## src/rtl/pipe_buf_pkg.sv

```systemverilog
// Shared pipeline types: stage tags, buffer defaults and the packed
// payload structs carried between stages.
package pipes;

    typedef enum logic [2:0] {
        S_FETCH,
        S_DECODE,
        S_EXECUTE,
        S_MEMORY,
        S_WRITEBACK
    } stage_t;

    localparam int PIPE_BUF_DEPTH_DEFAULT = 2;

    typedef struct packed {
        logic [31:0] pc;
        logic [31:0] instr;
    } fetch_data_t;

    typedef struct packed {
        logic [31:0] pc;
        logic [31:0] rs1_val;
        logic [31:0] rs2_val;
        logic [31:0] imm;
        logic [4:0]  rd;
        logic [3:0]  op;
    } decode_data_t;

    typedef struct packed {
        logic [31:0] pc;
        logic [31:0] alu_res;
        logic [31:0] store_val;
        logic [4:0]  rd;
        logic        mem_rd;
        logic        mem_wr;
        logic        wb_en;
    } execute_data_t;

    typedef struct packed {
        logic [31:0] wb_val;
        logic [4:0]  rd;
        logic        wb_en;
    } memory_data_t;

    typedef struct packed {
        logic [31:0] pc;
        logic [31:0] wb_val;
        logic [4:0]  rd;
        logic        wb_en;
    } writeback_data_t;

endpackage

```

## src/rtl/pipe_sat_counter.sv

```systemverilog
// Saturating up-counter with synchronous clear; sticks at all-ones.
module pipe_sat_counter #(
    parameter int W = 32
) (
    input  logic         clk,
    input  logic         reset,
    input  logic         inc,
    output logic [W-1:0] value
);

    logic [W-1:0] r_value;

    always_ff @(posedge clk) begin
        if (reset) begin
            r_value <= '0;
        end else if (inc && (r_value != '1)) begin
            r_value <= r_value + 1'b1;
        end
    end

    assign value = r_value;

endmodule

```

## src/rtl/pipe_buf.sv

```systemverilog
// Elastic stage-boundary buffer: circular store with valid/ready on
// both sides, flush, and a saturating back-pressure counter.
module pipe_buf
    import pipes::*;
#(
    parameter int WIDTH = 64,
    parameter int DEPTH = PIPE_BUF_DEPTH_DEFAULT,
    parameter int CNT_W = 32
) (
    input  logic                       clk,
    input  logic                       reset,
    input  logic                       in_valid,
    output logic                       in_ready,
    input  logic [WIDTH-1:0]           in_data,
    output logic                       out_valid,
    input  logic                       out_ready,
    output logic [WIDTH-1:0]           out_data,
    input  logic                       flush,
    output logic [$clog2(DEPTH+1)-1:0] count,
    output logic [CNT_W-1:0]           stall_cycles
);

    localparam int PW = (DEPTH > 1) ? $clog2(DEPTH) : 1;
    localparam int CW = $clog2(DEPTH + 1);
    localparam logic [PW-1:0] LAST = PW'(DEPTH - 1);
    localparam logic [CW-1:0] FULL = CW'(DEPTH);

    logic [WIDTH-1:0] r_mem [DEPTH];
    logic [PW-1:0]    r_rd;
    logic [PW-1:0]    r_wr;
    logic [CW-1:0]    r_cnt;

    logic          w_push;
    logic          w_pop;
    logic          w_stall;
    logic [PW-1:0] w_rd_nxt;
    logic [PW-1:0] w_wr_nxt;

    // Status comes only from r_cnt, so in_ready never sees out_ready.
    assign in_ready  = (r_cnt != FULL);
    assign out_valid = (r_cnt != '0);
    assign out_data  = r_mem[r_rd];
    assign count     = r_cnt;

    assign w_push   = in_valid && in_ready;
    assign w_pop    = out_valid && out_ready;
    assign w_rd_nxt = (r_rd == LAST) ? '0 : r_rd + 1'b1;
    assign w_wr_nxt = (r_wr == LAST) ? '0 : r_wr + 1'b1;

    always_ff @(posedge clk) begin
        if (reset || flush) begin
            r_rd  <= '0;
            r_wr  <= '0;
            r_cnt <= '0;
        end else begin
            if (w_push) begin
                r_wr <= w_wr_nxt;
            end
            if (w_pop) begin
                r_rd <= w_rd_nxt;
            end
            if (w_push && !w_pop) begin
                r_cnt <= r_cnt + 1'b1;
            end else if (!w_push && w_pop) begin
                r_cnt <= r_cnt - 1'b1;
            end
        end
    end

    // Payload is captured only on an accepted, non-flushed push.
    always_ff @(posedge clk) begin
        if (w_push && !flush && !reset) begin
            r_mem[r_wr] <= in_data;
        end
    end

    assign w_stall = out_valid && !out_ready && !flush;

    pipe_sat_counter #(
        .W(CNT_W)
    ) u_stall (
        .clk  (clk),
        .reset(reset),
        .inc  (w_stall),
        .value(stall_cycles)
    );

endmodule

```

## config.mk

```make
export PLATFORM = sky130hd
export DESIGN_NAME = pipe_buf
export DESIGN_NICKNAME = d
export VERILOG_FILES = /design/src/rtl/pipe_buf_pkg.sv /design/src/rtl/pipe_sat_counter.sv /design/src/rtl/pipe_buf.sv
export SDC_FILE = /design/constraint.sdc
export NUM_CORES = 1
export LEC_CHECK = 0
export ABC_AREA = 1
export CAP_MARGIN = 30
export CORE_ASPECT_RATIO = 0.7
export CORE_MARGIN = 2
export CORE_UTILIZATION = 45
export CTS_CLUSTER_DIAMETER = 60
export DETAILED_ROUTE_END_ITERATION = 16
export PLACE_DENSITY = 0.85
export SKIP_LAST_GASP = 1
export SYNTH_ARGS = -nofsm -noshare
export SYNTH_HDL_FRONTEND = slang
export SYNTH_HIERARCHICAL = 1
export SYNTH_SLANG_ARGS = --single-unit
```

## constraint.sdc

```tcl
create_clock -name clk -period 11.81 [get_ports clk]
set_input_delay 2.362 -clock clk [delete_from_list [all_inputs] [get_ports clk]]
set_output_delay 2.362 -clock clk [all_outputs]
set_load 0.02 [all_outputs]
```

==> reports/results.tsv <==
stage	metric	value	unit
setup_path	data required time of the worst path	9.45	ns
place	GPL Wtd Cong	0.819	
cells_and_area	Antenna Cells	0	
route	DRT Pass-1 Iters	5	
floorplan	# rows	38	
clock_tree	Sink Count	165	
place	DP HPWL	10700	microns
power	static leakage	0.00352	uW
yosys	top-area cell type share of the netlist area	53.2	%
setup_path	Worst setup EP type	primary output	
power	PD cells	132	mW/mm^2
route	WL/cell	16.3	microns
cells_and_area	fill cell count	1180	
route	DR vias/cell	5.05	
floorplan	Die Y	110	microns
route	# DRC	0	
yosys	Synth Net Count	633	
power	Comb pwr share	7.8	%
timing	clk_skew	0.00813	ns
route	Max Used Layer	met4	
power	Seq pwr share	50.2	%
timing	minimum clock period	4.69	ns
timing	Slew HR	42.7	%
setup_path	Worst setup SP type	flop	
clock_tree	TritonCTS clock tree	done	
setup_path	Worst Path Max Fanout	53	
power	worst vdd ir	0.0832	mV
route	Iter 0 DRT Violations	395	
floorplan	core area	0.0156	sq mm
yosys	top post-synthesis cells by area	edfxtp_1 (53%), mux2_4 (12%), dfxtp_1 (10%), nand2_1 (5.1%), nor2_1 (3.9%)	
clock_tree	PostCTS Resize Cnt	0	
setup_path	CP max-delay cell	clkdlybuf4s50_1	
cells_and_area	area grow syn2layout	33.1	%
cells_and_area	proportion of layout cells with a drive suffix above 1	18.4	%
yosys	flop and latch count out of synthesis	165	
timing	crit share post-route	39.7	%
timing	Peak Freq	0.213	GHz
power	switching power total	301	uW
floorplan	full die area	0.0171	sq mm
grt	initial antenna violation count	0	
timing	final hold vios	0	
min_path	Hold Crit Depth	2	
route	Met3 Wirelength	1330	microns
yosys	Mapped Area	0.00723	sq mm
grt	vias in the first global route	4653	
job	max-cap violation count	0	
route	WL met1	6820	microns
yosys	Syn Inst Count	562	
clock_tree	H-Tree Depth	4	
timing	RSZ-0062 raised after global routing	no	
clock_tree	Hold-fix buffers, CTS	0	
clock_tree	root buf cell	clkbuf_16	
grt	gr usage total	18.4	%
grt	largest net degree at the start of global routing	65	
grt	gr ovfl total	0	
cells_and_area	final core occ	61.7	%
min_path	worst min-delay path category	reg2reg	
setup_path	CP max stage delay	0.53	ns
outcome	status	complete, no violations	
yosys	Synth warnings	6	
setup_path	Worst Reg-to-Reg Cells	7	
floorplan	Die Span X	155	microns
timing	final setup violation count	0	
yosys	sequential cell area fraction in the yosys report	63.4	%
timing	TNS Setup	0	ns
clock_tree	clk slew on worst S/H paths	0.06	ns
route	final wirelength	15500	microns
clock_tree	CTS buffer count	17	
setup_path	cells along the critical path	buf_4 > buf_16 > mux2_2 > clkdlybuf4s50_1	
yosys	area leader, netlist	edfxtp_1	
floorplan	Top-Level Pins	169	
timing	Worst Tran Pin Value	0.859	ns
clock_tree	clock latency on the worst-skew pair	0.43	ns
route	Routed Antenna Nets	0	
power	switch share	23.6	%
route	met2 WL	7220	microns
power	Pint	973	uW
cells_and_area	NumNets Final	810	
setup_path	critical path class	reg2out	
route	Vias	4808	
setup_path	WP data arrival	2.33	ns
yosys	number of library cell types mapped by synthesis	31	
setup_path	FF-to-FF setup slack	9.82	ns
clock_tree	post-CTS setup buffers	0	
floorplan	Starting Density	46.4	%
yosys	Avg Cell Area, Syn	12.9	sq um
timing	Max Slew Vio Count	0	
power	Clk pwr share	42.0	%
clock_tree	CTS Buffer Depth	2	
place	Port Buffers	168	
grt	first-pass GRT wire length	23900	microns
-- layout by cell type (no fill, tap or decap), types with 3 or more instances in the layout --
master,count
clkdlybuf4s50_1,168
edfxtp_1,128
nand2_1,98
nor2_1,74
mux2_4,60
inv_1,36
dfxtp_1,36
nand3_1,26
a21oi_1,21
clkbuf_16,17
nand4_1,12
nand3_2,7
inv_8,6
nand2_2,6
nor2_2,6
nor2_4,5
a31oi_1,5
mux2_2,4
buf_4,4
nor3_2,3
clkinv_4,3
inv_2,3
nand2_4,3
nor3_1,3
-- worst max-delay path: cells and delay by family, from the launching register on --
| family | cells | cell delay, ns |
|---|---|---|
| flip-flops | 1 | 0.45 |
| multiplexers | 1 | 0.38 |
| buffers and inverters | 3 | 1.06 |
-- cells by family (layout without fill, tap and decap cells) --
logic type | Yosys count | count (layout) | share of synthesized area [%]
compound gates | 28 | 28 | 2.08
flops | 165 | 165 | 63.4
mux | 64 | 64 | 13.1
fa+ha+maj | 2 | 2 | 0.346
buf+inv | 55 | 245 | 4.86
simple gates | 248 | 248 | 16.2
-- routing by layer --
metal	up-vias	track usage, %
met5	-	0
met4	0	5.24
met3	16	6.25
met2	209	30.4
met1	2266	23.3
li1	2317	-
-- synthesized netlist by cell type, drive strengths merged --
master  count
nand2     107
a31oi       5
o21ai       1
nor3        6
inv        39
edfxtp    128
mux2       64
and2        1
nor2       86
a21oi      22
clkinv      1
buf        15
dfxtp      37
nand3b      1
ha          2
nand4      14
nand3      33
-- cell type report --
class | count | area, sq um | area share, %
clock buffer | 17 | 425 | 4.42
clock inverter | 15 | 155 | 1.61
inverter | 40 | 150 | 1.56
multi-input combinational | 342 | 2310 | 24.0
sequential | 165 | 4590 | 47.7
tap | 200 | 250 | 2.60
timing repair buffer | 173 | 1740 | 18.1
-- stage by stage --
step | cells | hold slack (ns) | worst slack, ns | power (uW) | area [sq um]
2_1_floorplan | 562 | 0.442 | 4.23 | 701 | 7230
3_3_place_gp | 919 | 0.459 | 7.17 | 748 | 9010
3_5_place_dp | 919 | 0.463 | 7.20 | 751 | 9010
4_1_cts | 951 | 0.473 | 6.73 | 1280 | 9590
5_1_grt | 952 | 0.525 | 7.01 | 1310 | 9620
6_report | 952 | 0.470 | 7.12 | 1270 | 9620
-- power by group through the flow --
| stage | logic [uW] | registers [uW] | clock network, uW |
|---|---|---|---|
| final | 99.1 | 639 | 536 |
| after floorplan | 48.3 | 653 | 0 |
| after global routing | 105 | 640 | 569 |
| after CTS | 99.6 | 639 | 545 |
| after global placement | 96.9 | 651 | 0 |
| after detailed placement | 99.1 | 652 | 0 |
-- worst paths after layout --
path                                            start                endpoint
worst max-delay path                             flop            out_data[49]
worst min-delay path                r_wr$_SDFFE_PP0P_       r_wr$_SDFFE_PP0P_
worst max register to register  count[0]$_SDFFE_PP0P_  r_mem[0][62]$_DFFE_PP_
worst min register to register      r_wr$_SDFFE_PP0P_       r_wr$_SDFFE_PP0P_
-- flip-flops by register name (all words and copies together), names as in the netlist, named ones only --
| register | count |
|---|---|
| r_mem | 128 |
| u_stall/value | 32 |
| count | 2 |
| r_rd | 1 |
| r_wr | 1 |
Power figures use the tool's default switching activity.
